## src/rtl/pcu_pkg.sv

```systemverilog
// Shared definitions for the PC/return-address-stack unit: PC source encoding
// and default widths.
package pcu_pkg;

  localparam int unsigned PCU_ADDR_W    = 16;
  localparam int unsigned PCU_RAS_DEPTH = 4;

  // PCMUX source select encoding
  typedef enum logic [1:0] {
    PC_SRC_BUS  = 2'b00,
    PC_SRC_ADDR = 2'b01,
    PC_SRC_INC  = 2'b10,
    PC_SRC_RET  = 2'b11
  } pc_src_e;

endpackage

```

## src/rtl/pcu_ras.sv

```systemverilog
// Return-address stack. A push and a pop in the same cycle on a non-empty stack
// overwrite the top entry in place. Overflow and underflow set a sticky error.
// Entry storage is not cleared by reset; only the depth pointer is.
module pcu_ras
  import pcu_pkg::*;
#(
  parameter int unsigned ADDR_W    = PCU_ADDR_W,
  parameter int unsigned RAS_DEPTH = PCU_RAS_DEPTH
) (
  input  logic                             clk,
  input  logic                             reset,
  input  logic                             push,
  input  logic                             pop,
  input  logic [ADDR_W-1:0]                push_data,
  output logic [ADDR_W-1:0]                top,
  output logic [$clog2(RAS_DEPTH+1)-1:0]   depth,
  output logic                             full,
  output logic                             empty,
  output logic                             err
);

  localparam int unsigned DEPTH_W = $clog2(RAS_DEPTH + 1);
  localparam int unsigned IDX_W   = $clog2(RAS_DEPTH);

  logic [ADDR_W-1:0]  mem [RAS_DEPTH];
  logic [DEPTH_W-1:0] depth_nxt;
  logic               err_nxt;
  logic               wr_en;
  logic [IDX_W-1:0]   wr_idx;
  logic [IDX_W-1:0]   top_idx;

  assign top_idx = IDX_W'(depth - DEPTH_W'(1));
  assign top     = empty ? '0 : mem[top_idx];

  // Next depth, error and write slot from the push/pop request
  always_comb begin
    depth_nxt = depth;
    err_nxt   = err;
    wr_en     = 1'b0;
    wr_idx    = '0;
    if (pop && !empty) begin
      if (push) begin
        wr_en  = 1'b1;
        wr_idx = top_idx;
      end else begin
        depth_nxt = depth - DEPTH_W'(1);
      end
    end else begin
      if (pop) begin
        err_nxt = 1'b1;
      end
      if (push) begin
        if (full) begin
          err_nxt = 1'b1;
        end else begin
          wr_en     = 1'b1;
          wr_idx    = IDX_W'(depth);
          depth_nxt = depth + DEPTH_W'(1);
        end
      end
    end
  end

  // Depth pointer, occupancy flags and sticky error
  always_ff @(posedge clk) begin
    if (reset) begin
      depth <= '0;
      full  <= 1'b0;
      empty <= 1'b1;
      err   <= 1'b0;
    end else begin
      depth <= depth_nxt;
      full  <= (depth_nxt == DEPTH_W'(RAS_DEPTH));
      empty <= (depth_nxt == '0);
      err   <= err_nxt;
    end
  end

  // Entry storage, written only at the selected slot
  always_ff @(posedge clk) begin
    if (wr_en) begin
      mem[wr_idx] <= push_data;
    end
  end

endmodule

```

## src/rtl/pc_stack_unit.sv

```systemverilog
// Program counter with selectable load source and an optional return-address
// stack. Define PCU_RAS_EN to build the stack; without it PCMUX=11 holds the
// PC, Call is ignored and the stack flags are tied to their empty values.
module pc_stack_unit
  import pcu_pkg::*;
#(
  parameter int unsigned       ADDR_W    = PCU_ADDR_W,
  parameter int unsigned       RAS_DEPTH = PCU_RAS_DEPTH,
  parameter logic [ADDR_W-1:0] RESET_PC  = '0
) (
  input  logic                             Clk,
  input  logic                             Reset_ah,
  input  logic                             LD_PC,
  input  logic [1:0]                       PCMUX,
  input  logic [ADDR_W-1:0]                Bus_Data,
  input  logic [ADDR_W-1:0]                Addr_out,
  input  logic                             Call,
  output logic [ADDR_W-1:0]                PC_out,
  output logic                             Ras_empty,
  output logic                             Ras_full,
  output logic [$clog2(RAS_DEPTH+1)-1:0]   Ras_depth,
  output logic                             Ras_err
);

  logic [ADDR_W-1:0] pc_inc_c;
  logic [ADDR_W-1:0] ret_pc_c;
  logic [ADDR_W-1:0] pc_nxt_c;

  assign pc_inc_c = PC_out + ADDR_W'(1);

`ifdef PCU_RAS_EN
  logic              ras_push_c;
  logic              ras_pop_c;
  logic [ADDR_W-1:0] ras_top;

  assign ras_push_c = LD_PC & Call;
  assign ras_pop_c  = LD_PC & (pc_src_e'(PCMUX) == PC_SRC_RET);

  pcu_ras #(
    .ADDR_W    (ADDR_W),
    .RAS_DEPTH (RAS_DEPTH)
  ) u_ras (
    .clk       (Clk),
    .reset     (Reset_ah),
    .push      (ras_push_c),
    .pop       (ras_pop_c),
    .push_data (pc_inc_c),
    .top       (ras_top),
    .depth     (Ras_depth),
    .full      (Ras_full),
    .empty     (Ras_empty),
    .err       (Ras_err)
  );

  // Return on an empty stack falls through to the next sequential address
  assign ret_pc_c = Ras_empty ? pc_inc_c : ras_top;
`else
  logic unused_call;

  assign unused_call = Call;
  assign ret_pc_c    = PC_out;
  assign Ras_empty   = 1'b1;
  assign Ras_full    = 1'b0;
  assign Ras_depth   = '0;
  assign Ras_err     = 1'b0;
`endif

  // Next PC source selection
  always_comb begin
    pc_nxt_c = pc_inc_c;
    case (pc_src_e'(PCMUX))
      PC_SRC_BUS:  pc_nxt_c = Bus_Data;
      PC_SRC_ADDR: pc_nxt_c = Addr_out;
      PC_SRC_INC:  pc_nxt_c = pc_inc_c;
      PC_SRC_RET:  pc_nxt_c = ret_pc_c;
      default:     pc_nxt_c = pc_inc_c;
    endcase
  end

  // PC register
  always_ff @(posedge Clk) begin
    if (Reset_ah) begin
      PC_out <= RESET_PC;
    end else if (LD_PC) begin
      PC_out <= pc_nxt_c;
    end
  end

endmodule

```

## config.mk

```make
export PLATFORM = sky130hd
export DESIGN_NAME = pc_stack_unit
export DESIGN_NICKNAME = d
export VERILOG_FILES = /design/src/rtl/pcu_pkg.sv /design/src/rtl/pcu_ras.sv /design/src/rtl/pc_stack_unit.sv
export SDC_FILE = /design/constraint.sdc
export NUM_CORES = 1
export LEC_CHECK = 0
export ABC_AREA = 1
export BUFFER_PORTS_ARGS = -buffer_cell sky130_fd_sc_hd__buf_2
export CORE_MARGIN = 2
export CORE_UTILIZATION = 48
export CTS_CLUSTER_SIZE = 25
export DETAILED_ROUTE_END_ITERATION = 6
export PLACE_DENSITY = 0.8
export SLEW_MARGIN = 20
export SYNTH_ARGS = -nofsm -noshare
export SYNTH_HDL_FRONTEND = slang
export SYNTH_SLANG_ARGS = --single-unit
```

## constraint.sdc

```tcl
create_clock -name Clk -period 1.8 [get_ports Clk]
set_input_delay 0.18 -clock Clk [delete_from_list [all_inputs] [get_ports Clk]]
set_output_delay 0.18 -clock Clk [all_outputs]
set_load 0.01 [all_outputs]
```

==> results of run 1 <==
## report_power, final
group | internal [mW] | switching (mW)
clock network | 0.123 | 0.123
logic | 0.123 | 0.161
registers | 0.379 | 0.0314
total | 0.626 | 0.316
## Yosys cell counts, drive strengths merged (2+ instances only)
master,n
o21bai,3
o211ai,4
conb,2
nand2,66
inv,17
buf,10
o21ai,12
nand3,11
clkbuf,5
nor2,44
dfxtp,16
ha,4
a21oi,34
## final timing paths
path | start | end | slack [ns] | depth (start not counted)
min reg2reg | PC_out[12] | PC_out[12] | 0.50 | 2
max | PC_out[0] | PC_out[10] | 0.38 | 10
min | Bus_Data[4] | PC_out[4] | 0.17 | 3
max reg2reg | PC_out[0] | PC_out[10] | 0.38 | 10
## cells by family after synthesis
| group | after synthesis | share of synthesized area |
|---|---|---|
| flops | 16 | 0.228 |
| other cells | 2 | 0.00534 |
| simple gates | 122 | 0.362 |
| fa+ha+maj | 4 | 0.0356 |
| xor+xnor | 1 | 0.00622 |
| compound gates | 55 | 0.220 |
| buf+inv | 33 | 0.143 |
## per-stage QoR
step	hold WS (ns)	cells
detailed placement	0.468	311
floorplan	0.368	237
global placement	0.462	311
CTS	0.152	315
global route	0.156	315
finish	0.170	315
## area by class of cell
cell class | count | area share
multi-input combinational | 188 | 0.539
tap | 31 | 0.0232
clock buffer | 4 | 0.0217
inverter | 17 | 0.0381
timing repair buffer | 59 | 0.187
sequential | 16 | 0.191
## per-layer routing
layer / GRT usage / wire length [um]
met4: 0.0465 / 17
met2: 0.360 / 1600
met3: 0.0446 / 211
met1: 0.292 / 1660
met5: 0 / 0
## worst reg2reg max path, delay by kind of cell, from the launching register on
family          cells  cell delay [ns]
fa+ha+maj           1             0.20
flops               1             0.34
simple gates        8             0.72
compound gates      1             0.05
==> results.json, run 1 <==
{
  "portBuffers": 52,
  "multi_input_area_um2": 901,
  "clk_path_buf_depth": 2,
  "worstPathArrival_ns": 1.60,
  "grt_first_pass_wirelength_mm": 5.83,
  "fin_util": 0.601,
  "layout_commonest_cell": "nand2_1",
  "max-vdd-ir-drop_v": 0.000511,
  "syn_to_final_growth_pct": 18.8,
  "first_global_vias": 1340,
  "syn-cell-area_um2": 1410,
  "avgSynthCellArea_um2": 6.04,
  "drtAntennaViolNets": 0,
  "finalMaxSlewViolations": 0,
  "postCtsSetupBuffers": 0,
  "synth-async-reset-ratio": 0,
  "insertion_delay_ns": 0.30,
  "largest_register": "PC_out",
  "place_area_um2": 1640,
  "ctsHoldBuffers": 0,
  "via_per_inst": 4.97,
  "cts.htree.levels": 1,
  "crit_fanout": 6,
  "ys_seq_area_frac": 0.228,
  "synth_edf_count": 0,
  "synth_top_area_cell": "dfxtp_1",
  "worstPathCellList": "ha_1 > nand2_2 > nor2_4 > nand3_1 > nor2_1 > nor2_1 > nand2_1 > nand2_1 > nand2_1 > a21oi_1",
  "vias": 1565,
  "wirelength_mm": 3.49,
  "root_buffer": "clkbuf_4",
  "wl_per_cell_um": 11.1,
  "regArea_um2": 320,
  "grt_max_degree": 29,
  "start_util": 0.506,
  "drive_above_1_share": 0.268,
  "std_cell_rows": 19,
  "worst_slack_ns": 0.379,
  "dpl.hpwl_mm": 2.61,
  "hold_violations": 0,
  "coreArea_um2": 2780,
  "cts_inserted_buffers": 3,
  "first_pass_iters": 4,
  "setup_viol": 0,
  "final_cell_mix": "nand2_1, buf_2, nor2_1",
  "hold_class": "input pin to flip-flop",
  "clk_pin_slew_ns": 0.10,
  "postCtsResizedCells": 0,
  "synth.area.top_cells": "dfxtp_1, nand2_1, a21oi_1, nor2_1, inv_1",
  "grt_antenna_before_repair": 0,
  "min_period_ns": 1.42,
  "diodes": 0,
  "power_density_nw_per_um2": 563,
  "required_ns": 1.98,
  "cts.sinks": 16,
  "crit_family": "simple AND/OR/NAND/NOR gates",
  "ys.flop_type": "dfxtp_1",
  "end_kind": "flip-flop",
  "finalPower_uw": 942,
  "largest_reg_flops": 16,
  "synthDistinctLibCells": 29,
  "timing.fmax_ghz": 0.704,
  "die_h_um": 58.2,
  "slowest_stage": "dfxtp_1",
  "ys_ff_latch": 16,
  "crit_type": "flip-flop to flip-flop",
  "drc": 0,
  "place_ws_ns": 0.310,
  "nNetsFinal": 327,
  "timing.critical_path.buf_inv": 0,
  "yosysTopAreaCellShare": 0.228,
  "crit_top_cell": "nand2_1",
  "die-area_um2": 3380,
  "max_cap_viol_count": 0,
  "worstSetupStartpointType": "flip-flop",
  "fin_area_um2": 1670,
  "p_leak_nw": 0.804,
  "grt.total_usage": 0.217,
  "setup_tns_ns": 0,
  "fin_skew_ns": 0.00688,
  "yosys_warnings": 0,
  "gp_congestion": 0.797,
  "synthCells": 233,
  "slowest_delay_ns": 0.34,
  "fin_crit_sh": 0.789,
  "grt_overflow": 0,
  "top_regs": "PC_out (16)",
  "outcome": "completed",
  "io_pins": 60,
  "drtIter0Drc": 51,
  "die_x_um": 58.2,
  "fillerInstances": 283,
  "rsz0062_at_grt": "no",
  "cts_tree": "built"
}
No activity file was read; power rests on OpenSTA's default activity.
==> run 2: changes to the inputs <==
--- a/config.mk
+++ b/config.mk
@@ -8,10 +8,10 @@
 export ABC_AREA = 1
 export BUFFER_PORTS_ARGS = -buffer_cell sky130_fd_sc_hd__buf_2
 export CORE_MARGIN = 2
-export CORE_UTILIZATION = 48
+export CORE_UTILIZATION = 43
 export CTS_CLUSTER_SIZE = 25
 export DETAILED_ROUTE_END_ITERATION = 6
-export PLACE_DENSITY = 0.8
+export PLACE_DENSITY = 0.76
 export SLEW_MARGIN = 20
 export SYNTH_ARGS = -nofsm -noshare
 export SYNTH_HDL_FRONTEND = slang
==> constraint.sdc (replaced) <==
create_clock -name Clk -period 1.2 [get_ports Clk]
set_input_delay 0.12 -clock Clk [delete_from_list [all_inputs] [get_ports Clk]]
set_output_delay 0.12 -clock Clk [all_outputs]
set_load 0.01 [all_outputs]
==> results.json, run 2 (synthesis gave the netlist of run 1 again) <==
{
  "die-area_um2": 3750,
  "cts.htree.levels": 1,
  "max-vdd-ir-drop_v": 0.000456,
  "grt_antenna_before_repair": 0,
  "die_x_um": 61.2,
  "drc": 0,
  "combPwrFrac": 0.370,
  "crit_fanout": 3,
  "root_buffer": "clkbuf_4",
  "final_cell_mix": "nand2_1, buf_2, nor2_1",
  "setup_viol": 14,
  "clk_pin_slew_ns": 0.11,
  "grt.total_usage": 0.250,
  "portBuffers": 52,
  "std_cell_rows": 20,
  "fillerInstances": 289,
  "nNetsFinal": 354,
  "rsz0062_at_grt": "yes",
  "finalMaxSlewViolations": 0,
  "max_cap_viol_count": 0,
  "drive_above_1_share": 0.395,
  "crit_type": "flip-flop to flip-flop",
  "grt_first_pass_wirelength_mm": 7.11,
  "largest_register": "PC_out",
  "gp_congestion": 0.857,
  "worstPathArrival_ns": 1.67,
  "syn_to_final_growth_pct": 44.3,
  "grt_max_degree": 17,
  "top_regs": "PC_out (16)",
  "failed_checks": "setup timing",
  "hold_ws_ns": 0.136,
  "drtAntennaViolNets": 0,
  "wirelength_mm": 4.28,
  "vias": 1766,
  "dpl.hpwl_mm": 3.18,
  "end_kind": "flip-flop",
  "cts_tree": "built",
  "cts_inserted_buffers": 3,
  "power_density_nw_per_um2": 771,
  "first_pass_iters": 6,
  "fin_crit_sh": 1.20,
  "layout_commonest_cell": "nand2_1",
  "grt_overflow": 0,
  "first_global_vias": 1599,
  "start_util": 0.457,
  "finalPower_mw": 1.57,
  "outcome": "finished, violations left",
  "crit_family": "compound AO/OA/AOI/OAI gates",
  "wl_per_cell_um": 12.1,
  "slowest_stage": "dfxtp_4",
  "place_ws_ns": -0.169,
  "timing.critical_path.buf_inv": 1,
  "min_period_ns": 1.44,
  "fin_area_um2": 2030,
  "timing.fmax_ghz": 0.695,
  "largest_reg_flops": 16,
  "fin_skew_ns": 0.00591,
  "clk_path_buf_depth": 2,
  "ctsHoldBuffers": 0,
  "internal-power_mw": 1.03,
  "clkPwrFrac": 0.240,
  "via_per_inst": 4.97,
  "worst_slack_ns": -0.239,
  "die_h_um": 61.2,
  "sequentialPowerShare": 0.390,
  "regArea_um2": 333,
  "cts.sinks": 16,
  "fin_util": 0.660,
  "hold_violations": 0,
  "place_area_um2": 1890,
  "hold_class": "input pin to flip-flop",
  "slowest_delay_ns": 0.37,
  "p_leak_nw": 0.975,
  "required_ns": 1.43,
  "worstSetupStartpointType": "flip-flop",
  "multi_input_area_um2": 990,
  "p_switching_uw": 532,
  "crit_top_cell": "o21ai_0",
  "diodes": 0,
  "io_pins": 60,
  "insertion_delay_ns": 0.29,
  "switching_share": 0.339,
  "drtIter0Drc": 100,
  "worstPathCellList": "ha_4 > nand2_4 > buf_4 > nand2_4 > o21ai_0 > o21ai_0 > a21oi_1 > o21ai_0 > a21oi_1",
  "coreArea_um2": 3080
}
-- run 2: cell types whose count changed in the layout (fill, tap and decap cells not counted), sizes merged --
cell	previous run	this run
buf	59	86
-- run 2: metal layers --
metal  vias to the layer above  wire, um  GRT usage
met2                        64      2080      0.429
met5                         -         0          0
met1                       793      1890      0.323
met4                         0        43     0.0590
met3                         6       268     0.0504
li1                        903         -          -
-- run 2: path summary, 6_finish.rpt --
| check | start | slack, ns | end | cells past startpoint |
|---|---|---|---|---|
| setup / recovery | PC_out[1] | -0.24 | PC_out[4] | 9 |
| hold / removal | Bus_Data[3] | 0.14 | PC_out[3] | 3 |
| setup reg to reg | PC_out[1] | -0.24 | PC_out[4] | 9 |
| hold reg to reg | PC_out[15] | 0.52 | PC_out[15] | 2 |
-- run 2: through the flow --
stage | setup TNS [ns] | std cells
finish | -1.39 | 355
floorplan | -0.369 | 237
detailed placement | -1.83 | 347
CTS | -1.18 | 354
global route | -2.87 | 355
global placement | -1.21 | 347
-- run 2: repair_timing --
action / CTS / global route
pin swaps: 10 / 7
setup endpoints to repair: 13 / 14
setup buffers: 3 / 1
endpoints found under the hold margin: 0 / 0
gates resized for setup: 13 / 12
-- run 2: final cells by class --
class / count / area share
tap: 44 / 0.0271
multi-input combinational: 188 / 0.487
clock buffer: 4 / 0.0179
inverter: 17 / 0.0314
sequential: 16 / 0.164
timing repair buffer: 86 / 0.272
-- run 2: worst register-to-register path, cell delays in order, from the launching register on --
cell	delay [ns]
dfxtp_4	0.37
ha_4	0.17
nand2_4	0.07
buf_4	0.11
nand2_4	0.05
o21ai_0	0.11
o21ai_0	0.14
a21oi_1	0.13
o21ai_0	0.10
a21oi_1	0.13
-- run 2: power by group through the flow --
stage / Clock (mW) / Combinational [mW] / Sequential [mW]
after global placement: 0 / 0.542 / 0.615
after global routing: 0.406 / 0.649 / 0.617
after CTS: 0.381 / 0.568 / 0.606
final: 0.376 / 0.580 / 0.610
after detailed placement: 0 / 0.549 / 0.618
after floorplan: 0 / 0.285 / 0.646
